`src/rtl/stopwatch_ctrl_if.sv`:
```
// Button, counter-chain and display signals between the stopwatch controller
// and its surroundings. master = controller side, slave = button front-end,
// counter chain and display mux side.
interface stopwatch_ctrl_if;
  localparam int unsigned BCD_W = 16;

  // Pre-debounced one-cycle button pulses
  logic             btn_start_stop;
  logic             btn_clear;
  logic             btn_mode;
  logic             btn_lap;

  // BCD values into the controller
  logic [BCD_W-1:0] preset_value;
  logic [BCD_W-1:0] cnt_value;

  // Counter-chain controls
  logic             ctr_count_enb;
  logic             ctr_load_cnt;
  logic [BCD_W-1:0] ctr_load_value;
  logic             ctr_cfg_mode;

  // Display and status
  logic [BCD_W-1:0] disp_value;
  logic             running;
  logic             done;

  modport master (
    input  btn_start_stop, btn_clear, btn_mode, btn_lap,
    input  preset_value, cnt_value,
    output ctr_count_enb, ctr_load_cnt, ctr_load_value, ctr_cfg_mode,
    output disp_value, running, done
  );

  modport slave (
    output btn_start_stop, btn_clear, btn_mode, btn_lap,
    output preset_value, cnt_value,
    input  ctr_count_enb, ctr_load_cnt, ctr_load_value, ctr_cfg_mode,
    input  disp_value, running, done
  );
endinterface

```
`src/rtl/stopwatch_ctrl.sv`:
```
// stopwatch_ctrl: run/pause/done sequencer for a 4-digit BCD counter chain.
// Prescales sys_clk into count ticks, issues count-enable/load/mode controls
// and halts the chain at its terminal value instead of letting it wrap.
// Optional feature macro: STOPWATCH_LAP_EN (lap hold of the displayed value).
module stopwatch_ctrl #(
  parameter int unsigned TICK_DIV = 100000
) (
  input  logic               sys_clk,
  input  logic               sys_rst,
  stopwatch_ctrl_if.master   bus
);

  localparam int unsigned BCD_W   = 16;
  localparam int unsigned DIGITS  = 4;
  localparam int unsigned PRESC_W = (TICK_DIV > 1) ? $clog2(TICK_DIV) : 1;
  localparam logic [PRESC_W-1:0] PRESC_MAX = PRESC_W'(TICK_DIV - 1);
  localparam logic [BCD_W-1:0]   UP_TERM   = 16'h9999;
  localparam logic [BCD_W-1:0]   DN_TERM   = 16'h0000;
  localparam logic [BCD_W-1:0]   UP_START  = 16'h0000;

  typedef enum logic [2:0] {
    S_CLR   = 3'd0,
    S_IDLE  = 3'd1,
    S_RUN   = 3'd2,
    S_PAUSE = 3'd3,
    S_DONE  = 3'd4
  } state_e;

  state_e             state_q, state_d;
  logic               mode_q, mode_d;     // 1 = up, 0 = down
  logic [PRESC_W-1:0] presc_q, presc_d;

  logic               tick_c;
  logic               terminal_c;
  logic [BCD_W-1:0]   preset_clamped_c;

  // Force any non-decimal preset digit to 9 so the chain always loads valid BCD
  function automatic logic [BCD_W-1:0] clamp_bcd(input logic [BCD_W-1:0] v);
    logic [BCD_W-1:0] r;
    r = v;
    for (int i = 0; i < int'(DIGITS); i++) begin
      if (v[i*4 +: 4] > 4'd9) r[i*4 +: 4] = 4'd9;
    end
    return r;
  endfunction

  // Tick and terminal-value decode
  always_comb begin
    tick_c           = (state_q == S_RUN) && (presc_q == PRESC_MAX);
    terminal_c       = mode_q ? (bus.cnt_value == UP_TERM)
                              : (bus.cnt_value == DN_TERM);
    preset_clamped_c = clamp_bcd(bus.preset_value);
  end

  // Next-state, mode and prescaler; priority clear > start_stop > mode > tick
  always_comb begin
    state_d = state_q;
    mode_d  = mode_q;
    presc_d = presc_q;
    case (state_q)
      S_CLR: begin
        presc_d = '0;
        state_d = S_IDLE;
      end
      S_IDLE: begin
        if (bus.btn_clear) begin
          state_d = S_CLR;
        end else if (bus.btn_start_stop) begin
          state_d = S_RUN;
        end else if (bus.btn_mode) begin
          mode_d  = ~mode_q;
          state_d = S_CLR;
        end
      end
      S_RUN: begin
        presc_d = (presc_q == PRESC_MAX) ? '0 : presc_q + PRESC_W'(1);
        if (bus.btn_clear) begin
          state_d = S_CLR;
        end else if (bus.btn_start_stop) begin
          state_d = S_PAUSE;
        end else if (tick_c && terminal_c) begin
          state_d = S_DONE;
        end
      end
      S_PAUSE: begin
        if (bus.btn_clear) begin
          state_d = S_CLR;
        end else if (bus.btn_start_stop) begin
          state_d = S_RUN;
        end
      end
      S_DONE: begin
        if (bus.btn_clear) state_d = S_CLR;
      end
      default: begin
        state_d = S_CLR;
      end
    endcase
  end

  // State, mode and prescaler registers
  always_ff @(posedge sys_clk) begin
    if (sys_rst) begin
      state_q <= S_CLR;
      mode_q  <= 1'b1;
      presc_q <= '0;
    end else begin
      state_q <= state_d;
      mode_q  <= mode_d;
      presc_q <= presc_d;
    end
  end

`ifdef STOPWATCH_LAP_EN
  logic             lap_hold_q, lap_hold_d;
  logic [BCD_W-1:0] lap_q, lap_d;

  // Lap hold toggles in RUN/PAUSE; a clear in the same cycle wins
  always_comb begin
    lap_hold_d = lap_hold_q;
    lap_d      = lap_q;
    if (state_q == S_CLR) begin
      lap_hold_d = 1'b0;
    end else if (((state_q == S_RUN) || (state_q == S_PAUSE)) &&
                 bus.btn_lap && !bus.btn_clear) begin
      lap_hold_d = ~lap_hold_q;
      if (!lap_hold_q) lap_d = bus.cnt_value;
    end
  end

  // Lap hold and captured value registers
  always_ff @(posedge sys_clk) begin
    if (sys_rst) begin
      lap_hold_q <= 1'b0;
      lap_q      <= '0;
    end else begin
      lap_hold_q <= lap_hold_d;
      lap_q      <= lap_d;
    end
  end
`else
  logic lap_unused_c;
  assign lap_unused_c = bus.btn_lap;
`endif

  // Output decode; reset forces a load of zero and up mode immediately
  always_comb begin
    bus.ctr_count_enb  = 1'b0;
    bus.ctr_load_cnt   = 1'b1;
    bus.ctr_load_value = UP_START;
    bus.ctr_cfg_mode   = 1'b1;
    bus.running        = 1'b0;
    bus.done           = 1'b0;
    bus.disp_value     = bus.cnt_value;
    if (!sys_rst) begin
      bus.ctr_count_enb  = tick_c && !terminal_c &&
                           !bus.btn_clear && !bus.btn_start_stop;
      bus.ctr_load_cnt   = (state_q == S_CLR);
      bus.ctr_load_value = mode_q ? UP_START : preset_clamped_c;
      bus.ctr_cfg_mode   = mode_q;
      bus.running        = (state_q == S_RUN);
      bus.done           = (state_q == S_DONE);
`ifdef STOPWATCH_LAP_EN
      if (lap_hold_q) bus.disp_value = lap_q;
`endif
    end
  end

endmodule

```
`src/flat_wrapper.sv`:
```
// flat-port wrapper written by rule: the top's interface ports become plain ports
module stopwatch_ctrl_flat 
#(
  parameter int unsigned TICK_DIV = 100000
)
  (sys_clk, sys_rst, bus_btn_start_stop, bus_btn_clear, bus_btn_mode, bus_btn_lap, bus_preset_value, bus_cnt_value, bus_ctr_count_enb, bus_ctr_load_cnt, bus_ctr_load_value, bus_ctr_cfg_mode, bus_disp_value, bus_running, bus_done);
  stopwatch_ctrl_if bus_i ();
  input  logic sys_clk;
  input  logic sys_rst;
  input wire logic [$bits(bus_i.btn_start_stop)-1:0] bus_btn_start_stop;
  input wire logic [$bits(bus_i.btn_clear)-1:0] bus_btn_clear;
  input wire logic [$bits(bus_i.btn_mode)-1:0] bus_btn_mode;
  input wire logic [$bits(bus_i.btn_lap)-1:0] bus_btn_lap;
  input wire logic [$bits(bus_i.preset_value)-1:0] bus_preset_value;
  input wire logic [$bits(bus_i.cnt_value)-1:0] bus_cnt_value;
  output wire logic [$bits(bus_i.ctr_count_enb)-1:0] bus_ctr_count_enb;
  output wire logic [$bits(bus_i.ctr_load_cnt)-1:0] bus_ctr_load_cnt;
  output wire logic [$bits(bus_i.ctr_load_value)-1:0] bus_ctr_load_value;
  output wire logic [$bits(bus_i.ctr_cfg_mode)-1:0] bus_ctr_cfg_mode;
  output wire logic [$bits(bus_i.disp_value)-1:0] bus_disp_value;
  output wire logic [$bits(bus_i.running)-1:0] bus_running;
  output wire logic [$bits(bus_i.done)-1:0] bus_done;
  assign bus_i.btn_start_stop = bus_btn_start_stop;
  assign bus_i.btn_clear = bus_btn_clear;
  assign bus_i.btn_mode = bus_btn_mode;
  assign bus_i.btn_lap = bus_btn_lap;
  assign bus_i.preset_value = bus_preset_value;
  assign bus_i.cnt_value = bus_cnt_value;
  assign bus_ctr_count_enb = bus_i.ctr_count_enb;
  assign bus_ctr_load_cnt = bus_i.ctr_load_cnt;
  assign bus_ctr_load_value = bus_i.ctr_load_value;
  assign bus_ctr_cfg_mode = bus_i.ctr_cfg_mode;
  assign bus_disp_value = bus_i.disp_value;
  assign bus_running = bus_i.running;
  assign bus_done = bus_i.done;
  stopwatch_ctrl #(.TICK_DIV(TICK_DIV)) u_core (.sys_clk(sys_clk), .sys_rst(sys_rst), .bus(bus_i));
endmodule
```
`config.mk`:
```
export PLATFORM = sky130hd
export DESIGN_NAME = stopwatch_ctrl_flat
export DESIGN_NICKNAME = d
export VERILOG_FILES = /design/src/rtl/stopwatch_ctrl_if.sv /design/src/rtl/stopwatch_ctrl.sv /design/src/flat_wrapper.sv
export SDC_FILE = /design/constraint.sdc
export NUM_CORES = 1
export LEC_CHECK = 0
export ABC_CLOCK_PERIOD_IN_PS = 2100
export CELL_PAD_IN_SITES_DETAIL_PLACEMENT = 0
export CELL_PAD_IN_SITES_GLOBAL_PLACEMENT = 2
export CORE_MARGIN = 2
export CORE_UTILIZATION = 21
export DETAILED_ROUTE_END_ITERATION = 12
export PLACE_DENSITY = 0.83
export SYNTH_ARGS = -nofsm -noshare
export SYNTH_HDL_FRONTEND = slang
export SYNTH_SLANG_ARGS = --single-unit
```
`constraint.sdc`:
```
create_clock -name sys_clk -period 2.1 [get_ports sys_clk]
set_input_delay 0.42 -clock sys_clk [delete_from_list [all_inputs] [get_ports sys_clk]]
set_output_delay 0.42 -clock sys_clk [all_outputs]
set_load 0.1 [all_outputs]
```
==> metrics <==
global route overflow 0; clock tree from TritonCTS done; hold path startpoint u_core.presc_q[16]; Worst Hold Endpoint u_core.presc_q[16]; Critical-path top delay cell sky130_fd_sc_hd__clkdlybuf4s50_1; Cell Count, Final, Fillers Out 414; Post-Synthesis Net Count 243; Initial Utilization about a fifth; setup violators final 1; Ys Warns 0; PD cells around 350 nW/um2; startpoint type of the worst setup path primary input; Cells after DPL 409; global placement routability congestion around 0.79; static leakage 1.31 nW; cell type with the largest total area after synthesis sky130_fd_sc_hd__dfxtp_1; startpoint of the most critical register-to-register path u_core.presc_q[13]; Worst Hold Depth 2; Worst EP arrival around 1.9 ns; area share of the largest cell type after synthesis between 20 and 30%; share of total power in combinational logic around two fifths; number of cell rows 31; Crit path largest cell delay 0.48 ns; max cap viols 0; minimum setup slack after placement -0.494 ns; number of nets in the layout roughly 360; Clk Latency, worst-skew pair around 0.27 ns; violated checks setup timing; switch share roughly 36%; via count approximately 1,800; mux share of post-synthesis cell area about 2.1%; initial antenna violation count 0; min cycle time layout 2.33 ns; synthesized flop and latch total 21; vias per inst between 4 and 5; internal power 0.738 mW; worst slew pin tran roughly 0.46 ns; area of the die about 8000 um2; final worst setup slack -0.227 ns; detailed placement HPWL ~4300 um; synthesized-area fraction occupied by and/or/nand/nor cells between 30% and 40%; number of clock sinks 21; Synth Cell Area around 1500 um2; crit end category output pin; hold slack final between 0.4 and 0.5 ns; via count of the first global-routing pass roughly 1,800; adder-cell share of the synthesized area approximately 1.5%; Core ar. 7180 um2; Clock Tree Buf Depth 2; clock transition at the registers of the reported paths 0.09 ns; leading cell types in the layout, fill and taps excluded sky130_fd_sc_hd__buf_4 (56), sky130_fd_sc_hd__buf_12 (38), sky130_fd_sc_hd__clkdlybuf4s50_1 (26); peak ir drop on the vdd network between 0.0002 and 0.0003 V; Iteration-0 DRC Markers 67; count of different cell masters after synthesis 43; first-pass GRT wire length roughly 8500 um; share of layout cells above drive strength 1 41.9%; post-layout total power roughly 1.2 mW; fraction of registers with async set or reset after synthesis 0%; library cell appearing most often on the critical path sky130_fd_sc_hd__buf_4; main area contributors after synthesis sky130_fd_sc_hd__dfxtp_1 (27%), sky130_fd_sc_hd__buf_4 (7.8%), sky130_fd_sc_hd__a21oi_1 (4.9%), sky130_fd_sc_hd__o21ai_0 (3.9%), sky130_fd_sc_hd__nor2_1 (3.9%); final worst-path cycle share 111%; DRC viols 0; Inserted Clock Buffers 3; number of hold violations in the final report 0; gate count after technology mapping 204; largest net degree at the start of global routing 13; detailed-route wire length per cell around 12 um; commonest register cell after synthesis sky130_fd_sc_hd__dfxtp_1; iteration count of the initial detailed-routing pass 4; setup clock skew after layout a little over 0.009 ns; setup repair after global routing missed its margin true; end of the worst register-to-register path u_core.presc_q[10]; EDFF count, synth 0; width of the die 89.5 um; category of the critical setup timing path primary input to output pin; number of top-level design ports 75; global-route usage over all layers ~14%; fraction of the yosys area taken by sequential cells a little over a quarter; r2r worst-path depth 7; CTS H-tree depth 1; clock network power share 24.2%; Hold Crit Class flop to flop; count of antenna-violating nets left after detailed routing 0; number of antenna cells inserted 0; slew margin rel. between 60% and 70%; fin. max-slew vios 0; result of the run finished, violations left; cell-by-cell listing of the critical path clkdlybuf4s50_1 -> buf_4 -> nand4_1 -> a2111oi_4 -> buf_4 -> nor2b_4 -> buf_12; dominant combinational cell family by area after synthesis simple AND/OR/NAND/NOR gates; total net switching power between 0.4 and 0.5 mW; share of the synthesized area in compound gates (AO/OA/AOI/OAI) around 18%; highest achievable clock rate roughly 0.43 GHz; required time of the worst setup path around 1.7 ns; number of input and output port buffers inserted 73; overall routed net length around 5000 um; synthesized area per cell 7.52 um2; buffer cell driving the clock tree root sky130_fd_sc_hd__clkbuf_8; most frequent standard cell in the layout excluding fill and tap cells sky130_fd_sc_hd__buf_4; flop-to-flop setup slack approximately 0.16 ns; maximum fanout encountered on the critical timing path 2; floorplan die height about 89 um; proportion of power drawn by flip-flops and latches between 30% and 40%; Layout area overhead 116%; parity-gate share of the synthesized area counting xor and xnor cells approximately 1.1%
synthesized netlist by cell type, types with 2 or more instances:
master and count:
sky130_fd_sc_hd__a22o_1 4, sky130_fd_sc_hd__nand2_1 9, sky130_fd_sc_hd__nor2b_1 2, sky130_fd_sc_hd__or3_1 4, sky130_fd_sc_hd__clkbuf_1 3, sky130_fd_sc_hd__a21oi_1 15, sky130_fd_sc_hd__o21ai_1 3, sky130_fd_sc_hd__a21o_1 2
sky130_fd_sc_hd__inv_1 13, sky130_fd_sc_hd__mux2_2 2, sky130_fd_sc_hd__nand2b_1 5, sky130_fd_sc_hd__nand3_1 7, sky130_fd_sc_hd__and2_1 4, sky130_fd_sc_hd__buf_4 16, sky130_fd_sc_hd__buf_2 2, sky130_fd_sc_hd__clkbuf_2 3
sky130_fd_sc_hd__nand4bb_1 2, sky130_fd_sc_hd__a31oi_1 4, sky130_fd_sc_hd__nor2_1 16, sky130_fd_sc_hd__dfxtp_1 21, sky130_fd_sc_hd__nor3_1 11, sky130_fd_sc_hd__nor3b_1 8, sky130_fd_sc_hd__nand4_1 7, sky130_fd_sc_hd__nor4_1 8
sky130_fd_sc_hd__o21ai_0 12, sky130_fd_sc_hd__a22oi_1 3, sky130_fd_sc_hd__xor2_1 2
sequential cells by signal, indices dropped and copies added (netlist names):
name and flops:
u_core.presc_q 17, u_core.state_q 3, u_core.mode_q 1
layout make-up:
cell class | count | area (um2)
fill | 695 | 3860
timing repair buffer | 131 | 1540
multi-input combinational | 146 | 1140
sequential | 21 | 422
tap | 99 | 124
inverter | 13 | 48.8
clock buffer | 3 | 41.3
clock inverter | 1 | 5.00
worst max-delay path by stage:
stage / startpoint / end / cells past startpoint
floorplan: u_core.presc_q[0] / bus_ctr_count_enb / 5
global placement: bus_cnt_value[11] / bus_ctr_count_enb / 8
detailed placement: bus_cnt_value[8] / bus_ctr_count_enb / 8
CTS: u_core.presc_q[13] / bus_ctr_count_enb / 5
global route: u_core.presc_q[13] / bus_ctr_count_enb / 5
finish: bus_cnt_value[0] / bus_ctr_count_enb / 7
power by group through the flow:
stage	clock network, mW	registers [mW]	logic, mW
5_1_grt	0.301	0.410	0.491
2_1_floorplan	0	0.413	0.256
4_1_cts	0.287	0.409	0.473
6_report	0.280	0.409	0.471
3_5_place_dp	0	0.418	0.472
3_3_place_gp	0	0.418	0.468
logic make-up (layout without fill, tap and decap cells):
group	Yosys count	in the layout
AO/OA/AOI/OAI	47	47
XOR/XNOR	2	2
multiplexers	3	3
adder cells (fa/ha/maj)	2	2
AND/OR/NAND/NOR	92	92
buffers and inverters	37	148
flip-flops	21	21
critical path: cells and delay by family:
kind	cells	cell delay [ns]
buf+inv	4	0.95
compound gates	1	0.36
simple gates	2	0.18
layer usage:
layer  GRT usage [%]  share of wire, %  up-vias
li1                -                 -      954
met1            17.0                42      859
met2            24.8                54       29
met3            1.66               3.4        2
met4            2.85              0.43        0
met5               0                 0        -
per-stage QoR:
stage	area, um2	setup TNS (ns)	util [%]
after floorplan	1720	-0.476	-
after global placement	3210	-1.93	44.7
after detailed placement	3210	-2.20	44.7
after CTS	3310	-0.243	46.2
after global routing	3310	-0.299	46.2
final	3310	-0.227	46.2
timing repair:
action | 4_1_cts | 5_1_grt
gates resized for setup | 22 | 3
setup buffers | 1 | 0
pin swaps | 7 | 1
hold buffers | 0 | 0
setup endpoints to repair | 11 | 1
cloned | 0 | 0
Note: power is estimated with default switching activity, not from simulation.
